<file path="config.mk">
export PLATFORM = sky130hd
export DESIGN_NAME = dtfag_tf_lane_loader
export DESIGN_NICKNAME = d
export VERILOG_FILES = /design/src/rtl/dtfag_pkg.sv /design/src/rtl/dtfag_tf_bank.sv /design/src/rtl/dtfag_tf_lane_loader.sv
export SDC_FILE = /design/constraint.sdc
export NUM_CORES = 2
export LEC_CHECK = 0
export BUFFER_PORTS_ARGS = -buffer_cell sky130_fd_sc_hd__buf_2
export CORE_MARGIN = 4
export CORE_UTILIZATION = 45
export DETAILED_ROUTE_END_ITERATION = 8
export GPL_ROUTABILITY_DRIVEN = 0
export SETUP_SLACK_MARGIN = 0.1
export SLEW_MARGIN = 20
export SYNTH_ARGS = -nofsm -noshare
export SYNTH_HDL_FRONTEND = slang
export SYNTH_SLANG_ARGS = --single-unit
</file>
<file path="constraint.sdc">
create_clock -name clk -period 2.5 [get_ports clk]
set_input_delay 0 -clock clk [delete_from_list [all_inputs] [get_ports clk]]
set_output_delay 0 -clock clk [all_outputs]
set_load 0.01 [all_outputs]
</file>
<file path="src/rtl/dtfag_pkg.sv">
// Shared constants and helpers for the DTFAG radix-16 twiddle path.
// Latency: n/a (package only).
// Backpressure: n/a (package only).
package dtfag_pkg;

    localparam int D_WIDTH = 64;
    localparam int LANES   = 16;

    localparam logic [1:0] MUL_SEL_APPLY = 2'd1;
    localparam logic [1:0] MUL_SEL_ZERO  = 2'd0;

    // Extract lane k from a flat lane bus (lane k lives at [k*D_WIDTH +: D_WIDTH]).
    function automatic logic [D_WIDTH-1:0] lane_of(input logic [LANES*D_WIDTH-1:0] bus,
                                                   input int unsigned               k);
        return bus[k*D_WIDTH +: D_WIDTH];
    endfunction

endpackage

</file>
<file path="src/rtl/dtfag_tf_bank.sv">
// One LANES x D_WIDTH twiddle bank with a per-lane write, a group-enable bit and a full flag.
// Latency: a lane write is visible on data_o the cycle after wr_en_i.
// Backpressure: none internally; the owner must not write while full_o is set.
module dtfag_tf_bank #(
    parameter int D_WIDTH = 64,
    parameter int LANES   = 16
) (
    input  logic                       clk,
    input  logic                       rst_n,
    input  logic                       flush_i,
    input  logic                       wr_en_i,
    input  logic [$clog2(LANES)-1:0]   wr_lane_i,
    input  logic [D_WIDTH-1:0]         wr_dat_i,
    input  logic                       grp_en_i,
    input  logic                       set_full_i,
    input  logic                       clr_full_i,
    output logic [LANES*D_WIDTH-1:0]   data_o,
    output logic                       sel_o,
    output logic                       full_o
);

    logic [D_WIDTH-1:0] data_q [LANES];
    logic               sel_q;
    logic               full_q;
    logic               full_d;

    // Lane storage: only the addressed lane is written; flush leaves the contents alone.
    always_ff @(posedge clk or negedge rst_n) begin
        if (!rst_n) begin
            for (int k = 0; k < LANES; k++) begin
                data_q[k] <= '0;
            end
        end else if (wr_en_i) begin
            data_q[wr_lane_i] <= wr_dat_i;
        end
    end

    // The group enable travels with the lane-0 word and applies to the whole group.
    always_ff @(posedge clk or negedge rst_n) begin
        if (!rst_n) begin
            sel_q <= 1'b0;
        end else if (wr_en_i && (wr_lane_i == '0)) begin
            sel_q <= grp_en_i;
        end
    end

    // Full flag: flush empties the bank; set and clear never target the same bank together.
    always_comb begin
        full_d = full_q;
        if (flush_i) begin
            full_d = 1'b0;
        end else if (set_full_i) begin
            full_d = 1'b1;
        end else if (clr_full_i) begin
            full_d = 1'b0;
        end
    end

    // Full flag register.
    always_ff @(posedge clk or negedge rst_n) begin
        if (!rst_n) begin
            full_q <= 1'b0;
        end else begin
            full_q <= full_d;
        end
    end

    for (genvar k = 0; k < LANES; k++) begin : g_flat
        assign data_o[k*D_WIDTH +: D_WIDTH] = data_q[k];
    end

    assign sel_o  = sel_q;
    assign full_o = full_q;

endmodule

</file>
<file path="src/rtl/dtfag_tf_lane_loader.sv">
// Serial-to-parallel twiddle loader: packs one word per cycle into double-buffered LANES-wide groups.
// Latency: last lane accepted in cycle t -> group valid in cycle t+1 when its bank is next to read.
// Backpressure: tf_ready drops only when the bank being filled is still full (both banks waiting).
module dtfag_tf_lane_loader
    import dtfag_pkg::*;
#(
    parameter int D_WIDTH = dtfag_pkg::D_WIDTH,
    parameter int LANES   = dtfag_pkg::LANES,
    parameter int CNT_W   = 16
) (
    input  logic                       clk,
    input  logic                       rst_n,
    input  logic                       flush,
    input  logic [D_WIDTH-1:0]         tf_data,
    input  logic                       tf_valid,
    output logic                       tf_ready,
    input  logic                       grp_en,
    output logic [LANES*D_WIDTH-1:0]   r16_bus,
    output logic [1:0]                 Mul_sel,
    output logic                       out_valid,
    input  logic                       out_ready,
    output logic [CNT_W-1:0]           grp_cnt
);

    localparam int LW = $clog2(LANES);

    logic [LW-1:0]            lane_cnt_q, lane_cnt_d;
    logic                     wr_bank_q, wr_bank_d;
    logic                     rd_bank_q, rd_bank_d;
    logic [CNT_W-1:0]         grp_cnt_q, grp_cnt_d;

    logic [1:0]               full;
    logic [1:0]               sel;
    logic [LANES*D_WIDTH-1:0] bank_dat [2];

    logic                     accept;
    logic                     last_lane;
    logic                     consume;

    // Flush wins over any accept or consume in the same cycle.
    assign tf_ready  = ~full[wr_bank_q];
    assign accept    = tf_valid & tf_ready & ~flush;
    assign last_lane = accept & (lane_cnt_q == LW'(LANES - 1));
    assign out_valid = full[rd_bank_q];
    assign consume   = out_valid & out_ready & ~flush;

    for (genvar b = 0; b < 2; b++) begin : g_bank
        dtfag_tf_bank #(
            .D_WIDTH (D_WIDTH),
            .LANES   (LANES)
        ) u_bank (
            .clk        (clk),
            .rst_n      (rst_n),
            .flush_i    (flush),
            .wr_en_i    (accept    && (wr_bank_q == 1'(b))),
            .wr_lane_i  (lane_cnt_q),
            .wr_dat_i   (tf_data),
            .grp_en_i   (grp_en),
            .set_full_i (last_lane && (wr_bank_q == 1'(b))),
            .clr_full_i (consume   && (rd_bank_q == 1'(b))),
            .data_o     (bank_dat[b]),
            .sel_o      (sel[b]),
            .full_o     (full[b])
        );
    end

    // Pointer, lane counter and consumed-group counter next state.
    always_comb begin
        lane_cnt_d = lane_cnt_q;
        wr_bank_d  = wr_bank_q;
        rd_bank_d  = rd_bank_q;
        grp_cnt_d  = grp_cnt_q;
        if (flush) begin
            lane_cnt_d = '0;
            wr_bank_d  = 1'b0;
            rd_bank_d  = 1'b0;
        end else begin
            if (accept) begin
                lane_cnt_d = lane_cnt_q + 1'b1;
            end
            if (last_lane) begin
                lane_cnt_d = '0;
                wr_bank_d  = ~wr_bank_q;
            end
            if (consume) begin
                rd_bank_d = ~rd_bank_q;
                grp_cnt_d = grp_cnt_q + 1'b1;
            end
        end
    end

    // Control state registers.
    always_ff @(posedge clk or negedge rst_n) begin
        if (!rst_n) begin
            lane_cnt_q <= '0;
            wr_bank_q  <= 1'b0;
            rd_bank_q  <= 1'b0;
            grp_cnt_q  <= '0;
        end else begin
            lane_cnt_q <= lane_cnt_d;
            wr_bank_q  <= wr_bank_d;
            rd_bank_q  <= rd_bank_d;
            grp_cnt_q  <= grp_cnt_d;
        end
    end

    // Read side: the presented bank is always visible; Mul_sel only applies with a full group.
    always_comb begin
        r16_bus = bank_dat[rd_bank_q];
        Mul_sel = MUL_SEL_ZERO;
        if (out_valid && sel[rd_bank_q]) begin
            Mul_sel = MUL_SEL_APPLY;
        end
    end

    assign grp_cnt = grp_cnt_q;

endmodule

</file>
# Word level (Yosys, flattened, before mapping)
# Index checks and enable logic that the tools add are counted.
word_totals:
  ff_bits: 2074
  in_bits: 70
  out_inout_bits: 1044
  wordCells: 103
classes:
  add_sub_neg: 2
  magnitude_cmp: 5
  eq_ne: 1
  mux: 27
  n_bitwise: 11
  n_reduce_logical: 17
op_table:
  columns: ["op", "count"]
  rows:
  - ["$mux W1024", 3]
  - ["$bwmux W1024", 2]
  - ["$demux W64 S4", 1]
  - ["$mux W64", 1]
  - ["$mux W1", 17]
  - ["$add A16 B1 Y16 const B", 1]
  - ["$mux W4", 3]
  - ["$logic_and A1 B1 Y1", 10]
  - ["$reduce_bool A3 Y1", 3]
  - ["$and A1 B1 Y1", 5]
  - ["$ge A5 B5 Y1 const B", 1]
  - ["$lt A5 B1 Y1 const B", 1]
  - ["$not A4 Y5", 1]
  - ["$add A4 B1 Y4 const B", 1]
  - ["$eq A4 B4 Y1 const B", 1]
  - ["$logic_not A4 Y1", 1]
  - ["$lt A1 B2 Y1 const B", 2]
  - ["$not A1 Y1", 4]
  - ["$reduce_bool A2 Y1", 2]
  - ["$ge A2 B2 Y1 const B", 1]
  - ["$not A1 Y2", 1]
  - ["$reduce_and A2 Y1", 1]

# Longest topological paths before layout
logic_depth:
  word_depth: 9
  ltp_mapped: 8
  mapped_depth_nobuf: 5

# Cells and area by module
# From an unflattened synthesis, not the netlist that was laid out.
hier_totals:
  hier_cells: 5732
  area_unflattened_um2: 89463.3
by_module_without_submodules:
  columns: ["mod", "instances", "cells_per_inst", "area_each_um2", "seq_area_each_um2"]
  rows:
  - ["dtfag_tf_bank", 2, 2247, 38140.3, 25674.6]
  - ["dtfag_tf_lane_loader", 1, 1238, 13182.6, 550.5]

# Least setup slack after synthesis
# OpenSTA, ideal clock, no wires.
synth_path:
  kind: "register -> register"
  startpoint: "register lane_cnt_q[0]"
  endpoint: "register g_bank[1].u_bank.data_q, in the netlist g_bank[1].u_bank.data_o[195]"
  setup_time_ps: 125
  t_arrival_ps: 2106
  t_required_ps: 2375
  path_slack_ps: 269
  path_stages_with_launch: 7
  path_buffers: 1
  synth_period_minus_slack_ps: 2231
  path_cell_list: "dfrtp_1 > ha_1 > nand2_1 > or4b_4 > nor3_4 > buf_6 > mux2_2"
synth_between:
  elab_chain_len: 6
  elab_cells_between_ends: 7
  cone_classes: "order compare: 2; mux: 3; bitwise: 1; reduce/logical: 1"
synth_rtl:
  columns: ["item", "line", "source"]
  rows:
  - ["from (decl)", "dtfag_tf_lane_loader.sv:27", "logic [LW-1:0] lane_cnt_q, lane_cnt_d;"]
  - ["from (signal assigned)", "dtfag_tf_lane_loader.sv:100", "lane_cnt_q <= lane_cnt_d;"]
  - ["$not A4 Y5 (implied by the code) (*)", "dtfag_tf_bank.sv:34", "data_q[wr_lane_i] <= wr_dat_i;"]
  - ["$ge A5 B5 Y1 (implied by the code) / $lt A5 B1 Y1 (equally long branches)", "dtfag_tf_bank.sv:34", null]
  - ["$logic_and A1 B1 Y1 (implied by the code)", "dtfag_tf_bank.sv:34", null]
  - ["$mux W64 (implied by the code)", "dtfag_tf_bank.sv:34", null]
  - ["$demux W64 S4 (*)", "dtfag_tf_bank.sv:34", null]
  - ["$bwmux W1024 (*)", "dtfag_tf_bank.sv:34", null]
  - ["to (signal, indexed assignment)", "dtfag_tf_bank.sv:34", null]
  - ["to (decl)", "dtfag_tf_bank.sv:22", "logic [D_WIDTH-1:0] data_q [LANES];"]
# Every way passes the cells marked *; elsewhere a longest branch is shown, timed or not.
# A chain may end at the register's enable or synchronous reset.

# Final worst setup path
layout_path:
  startpoint: "register rd_bank_q"
  endpoint: "output port r16_bus[634]"
layout_between:
  elab_chain_len: 4
layout_rtl:
  columns: ["item", "line", "source"]
  rows:
  - ["from (decl)", "dtfag_tf_lane_loader.sv:29", "logic rd_bank_q, rd_bank_d;"]
  - ["from (signal assigned)", "dtfag_tf_lane_loader.sv:102", "rd_bank_q <= rd_bank_d;"]
  - ["$not A1 Y2 (implied by the code)", "dtfag_tf_lane_loader.sv:109", "r16_bus = bank_dat[rd_bank_q];"]
  - ["$mux W1024 (implied by the code) (3 in series)", "dtfag_tf_lane_loader.sv:109", null]
  - ["to (decl)", "dtfag_tf_lane_loader.sv:18", "output logic [LANES*D_WIDTH-1:0] r16_bus,"]
# No other way between the ends. The select of a mux whose other input is x is not followed.

==> run summary <==
Setup path
- reg2reg end: g_bank[1].u_bank.data_o[738]$_DFFE_PN0P_
- R2R setup slack: 0.14 ns
- cell occurring most often along the worst timing path: sky130_fd_sc_hd__buf_12
- FF-to-FF Start: lane_cnt_q[1]$_DFFE_PN0P_
- r2r worst-path depth: 7
- element type at the critical path end: output port
- path type of the worst setup path: flop to output port
- cell breakdown of the critical path: buf_12, buf_16, buf_12, buf_12, clkbuf_16, mux2_2, buf_2
- data required time at the worst endpoint: 2.50 ns
- worst-path fanout max: 6
- standard cell with the maximum stage delay on the critical path: sky130_fd_sc_hd__dfrtp_4
- Worst Setup Start Kind: flop
- Worst Path Arrival: 2.51 ns
- Critical Path Max Stage Delay: 0.50 ns

Power and ir drop
- Power Dens Cells: 678 nW/um^2
- final total power: 75600 uW
- Logic pwr share: 9.0%
- Static Leak: 0.0590 uW
- share of total power in the clock network: 44.5%
- Worst VDD drop: 0.602 mV
- fraction of power spent switching nets: 23.8%
- sequential fraction of design power: 46.5%
- internal cell power: 57600 uW
- Psw: 18000 uW

STA
- Max Clock Freq: 0.398 GHz
- setup repair after global routing missed its margin: yes
- minimum hold slack: 0.0832 ns
- measured slew at the worst slew-check pin: 1.01 ns
- setup-violating endpoint count in the final report: 14
- final period utilization: 100%
- worst clock skew on the final layout: 0.0480 ns
- min cycle time layout: 2.51 ns
- worst path setup slack after routing: -0.0111 ns
- number of endpoints with negative hold slack in the final report: 0
- relative slew slack: 32.9%
- number of pins with negative max-slew slack in the final report: 0

Clock network
- Root Driver: sky130_fd_sc_hd__clkbuf_16
- clock slew at reported path FFs: 0.06 ns
- Clk Latency, worst-skew pair: 0.86 ns
- CTS Buffer Depth: 3
- number of buffers created by CTS: 221
- number of clock sinks: 2074
- H-Tree Level Count: 4
- TritonCTS clock tree: yes

Routing
- wire length on met1: 118000 um
- routed length on met2: 143000 um
- Post-route DRC: 0
- number of design-rule violations left by the first detailed-router iteration: 2854
- via count: 54314
- WL final: 297000 um
- wire per inst: 30.2 um
- Detailed Routing Iterations Pass 1: 5
- remaining antenna violation count after routing: 0
- top routing layer in use: met4
- Met3 Wirelength: 16500 um
- Via density: 5.54

Synthesis
- number of synthesized flops with an enable pin: 0
- predominant post-synthesis flop cell: sky130_fd_sc_hd__dfrtp_1
- Avg Cell Area, Syn: 15.5 um^2
- flip-flop and latch count after synthesis: 2074
- net count of the mapped netlist: 5876
- number of distinct standard cells referenced by the synthesized netlist: 39
- count of mapped cells out of synthesis: 5801
- biggest area contributors in the synthesized netlist: sky130_fd_sc_hd__dfrtp_1 (58%), sky130_fd_sc_hd__mux2_2 (39%), sky130_fd_sc_hd__clkbuf_1 (1.3%)
- Syn Std Cell Area: 89900 um^2
- sequential-to-total area share from yosys stat: 57.8%
- asr flop ratio synth: 100%
- top-area cell type share of the netlist area: 57.8%
- synthesis warning total: 0
- cell type with the highest aggregate area in the netlist: sky130_fd_sc_hd__dfrtp_1

Worst hold path
- classification of the worst-slack hold path: input port to async pin

Place
- minimum setup slack after placement: 0.0121 ns
- DP HPWL: 186000 um
- Buffers on Ports: 1112
- count of placed standard cells including taps: 9220

Flow run
- total of max-cap violations: 0

Final layout
- layout overhead on the synthesized area: 24.1%
- final cell count without fillers: 9808
- area taken by multi-input logic gates: 36000 um^2
- layout cells sized above 1: 67.9%
- filler cell count: 15997
- combined flip-flop and latch cell area: 51900 um^2
- Nets: 7056

Floorplan
- Total Die Area: 207000 um^2
- std cell rows: 163
- Top Ports: 1114
- DIE HEIGHT: 455 um
- starting utilization of the core area: 45.4%
- Core Box Area: 198000 um^2
- horizontal extent of the die: 455 um

GRT
- first-pass GRT wire length: 413000 um
- initial antenna violation count: 8
- vias in the first global route: 56390
- pin count of the biggest net entering global routing: 127
- Overflow after GRT: 0
- all-layer global routing usage: 27.5%

Outcome
- violations in the final reports: negative setup slack
- outcome: finished, violations left

-- power groups by stage --
stage                     registers, uW  clock network [uW]  logic (uW)
final                             35200               33700        6790
after global routing              35300               35800        7220
after CTS                         35100               34500        6570
after detailed placement          35700                   0        6320
after global placement            35700                   0        6250
after floorplan                   35600                   0        3040
-- cell families after synthesis --
logic type	synth area share (%)
multiplexers	38.6
AO/OA/AOI/OAI	0.0710
adder cells (fa/ha/maj)	0.0696
AND/OR/NAND/NOR	0.593
flip-flops	57.8
buffers and inverters	2.78
other	0.00417
XOR/XNOR	0.156
-- placed cells by master, fill, tap and decap left out, types with 4 or more instances in the layout --
cell type / synthesis / routed
sky130_fd_sc_hd__and2_1: 10 / 9
sky130_fd_sc_hd__and3_1: 5 / 5
sky130_fd_sc_hd__buf_12: 0 / 111
sky130_fd_sc_hd__buf_16: 0 / 46
sky130_fd_sc_hd__buf_2: 146 / 901
sky130_fd_sc_hd__buf_4: 9 / 109
sky130_fd_sc_hd__buf_6: 39 / 200
sky130_fd_sc_hd__bufinv_16: 0 / 16
sky130_fd_sc_hd__clkbuf_1: 320 / 58
sky130_fd_sc_hd__clkbuf_16: 0 / 257
sky130_fd_sc_hd__clkbuf_8: 3 / 63
sky130_fd_sc_hd__clkinv_2: 0 / 28
sky130_fd_sc_hd__clkinv_8: 0 / 4
sky130_fd_sc_hd__dfrtp_1: 2074 / 2073
sky130_fd_sc_hd__diode_2: 0 / 4
sky130_fd_sc_hd__dlygate4sd3_1: 0 / 71
sky130_fd_sc_hd__ha_1: 5 / 5
sky130_fd_sc_hd__inv_6: 0 / 4
sky130_fd_sc_hd__mux2_1: 4 / 4
sky130_fd_sc_hd__mux2_2: 3073 / 2985
sky130_fd_sc_hd__mux2_4: 0 / 88
sky130_fd_sc_hd__nand2_1: 29 / 13
sky130_fd_sc_hd__nand2_4: 0 / 27
sky130_fd_sc_hd__nand3_1: 9 / 8
sky130_fd_sc_hd__nand4_1: 6 / 6
sky130_fd_sc_hd__nor2_1: 8 / 8
sky130_fd_sc_hd__xnor2_1: 10 / 10
sky130_fd_sc_hd__xor2_1: 6 / 6
-- registers in the layout, summed over array words and instances (netlist names) --
| signal | flops |
|---|---|
| g_bank.u_bank.data_o | 2048 |
| grp_cnt | 16 |
| g_bank.u_bank.full_o | 2 |
| wr_bank_q | 1 |
| g_bank.u_bank.sel_o | 2 |
| rd_bank_q | 1 |
| lane_cnt_q | 4 |
-- Yosys cell counts (2+ instances only) --
master / count
sky130_fd_sc_hd__and4_1: 3
sky130_fd_sc_hd__nand2_2: 11
sky130_fd_sc_hd__buf_4: 9
sky130_fd_sc_hd__nor2_1: 8
sky130_fd_sc_hd__nand4_1: 6
sky130_fd_sc_hd__nand3_1: 9
sky130_fd_sc_hd__ha_1: 5
sky130_fd_sc_hd__and2_1: 10
sky130_fd_sc_hd__nand2_1: 29
sky130_fd_sc_hd__clkbuf_8: 3
sky130_fd_sc_hd__and3_1: 5
sky130_fd_sc_hd__buf_2: 146
sky130_fd_sc_hd__nor3_1: 2
sky130_fd_sc_hd__nor2b_1: 5
sky130_fd_sc_hd__clkbuf_1: 320
sky130_fd_sc_hd__o21ai_0: 3
sky130_fd_sc_hd__inv_1: 3
sky130_fd_sc_hd__mux2_2: 3073
sky130_fd_sc_hd__xor2_1: 6
sky130_fd_sc_hd__dfrtp_1: 2074
sky130_fd_sc_hd__buf_6: 39
sky130_fd_sc_hd__a21oi_1: 3
sky130_fd_sc_hd__mux2_1: 4
sky130_fd_sc_hd__xnor2_1: 10
-- worst max-delay path, delay by kind of cell, from the launching register on --
kind | cells | cell delay [ns]
mux | 1 | 0.27
buf+inv | 6 | 0.89
flops | 1 | 0.50
-- layout make-up --
class	instances	share of cell area [%]
clock buffer	346	6.02
tap	2640	2.96
antenna	4	0.00898
sequential	2074	46.6
timing repair buffer	1476	11.4
clock inverter	60	0.745
multi-input combinational	3205	32.3
inverter	3	0.0101
-- per-layer routing --
metal / up-vias / track usage, %
li1: 23091 / -
met1: 29378 / 33.8
met2: 1344 / 45.8
met3: 501 / 5.98
met4: 0 / 14.3
met5: - / 0
-- worst max-delay path by stage --
stage,startpoint,endpoint,depth (start not counted)
final,rd_bank_q$_DFFE_PN0P_,r16_bus[634],7
after global routing,rd_bank_q$_DFFE_PN0P_,r16_bus[564],7
after CTS,rd_bank_q$_DFFE_PN0P_,r16_bus[803],6
after detailed placement,lane_cnt_q[2]$_DFFE_PN0P_,g_bank[1].u_bank.data_o[648]$_DFFE_PN0P_,4
after global placement,lane_cnt_q[2]$_DFFE_PN0P_,g_bank[0].u_bank.data_o[650]$_DFFE_PN0P_,4
after floorplan,lane_cnt_q[0]$_DFFE_PN0P_,g_bank[1].u_bank.data_o[195]$_DFFE_PN0P_,6
-- stage by stage --
step | area, um^2 | utilization [%] | TNS, ns
final | 111000 | 56.3 | -0.0869
after global routing | 111000 | 56.3 | -24.10
after CTS | 109000 | 55.2 | -26.81
after detailed placement | 99200 | 50.1 | 0
after global placement | 99200 | 50.1 | 0
after floorplan | 89900 | - | 0
-- repair_timing --
item	in CTS	in global routing
endpoints found under the setup margin	1059	1194
hold endpoints to repair	4112	0
gates resized for setup	182	285
setup buffers	30	8
hold buffers	72	0
cloned	30	42
No activity file was read; power rests on OpenSTA's default activity.
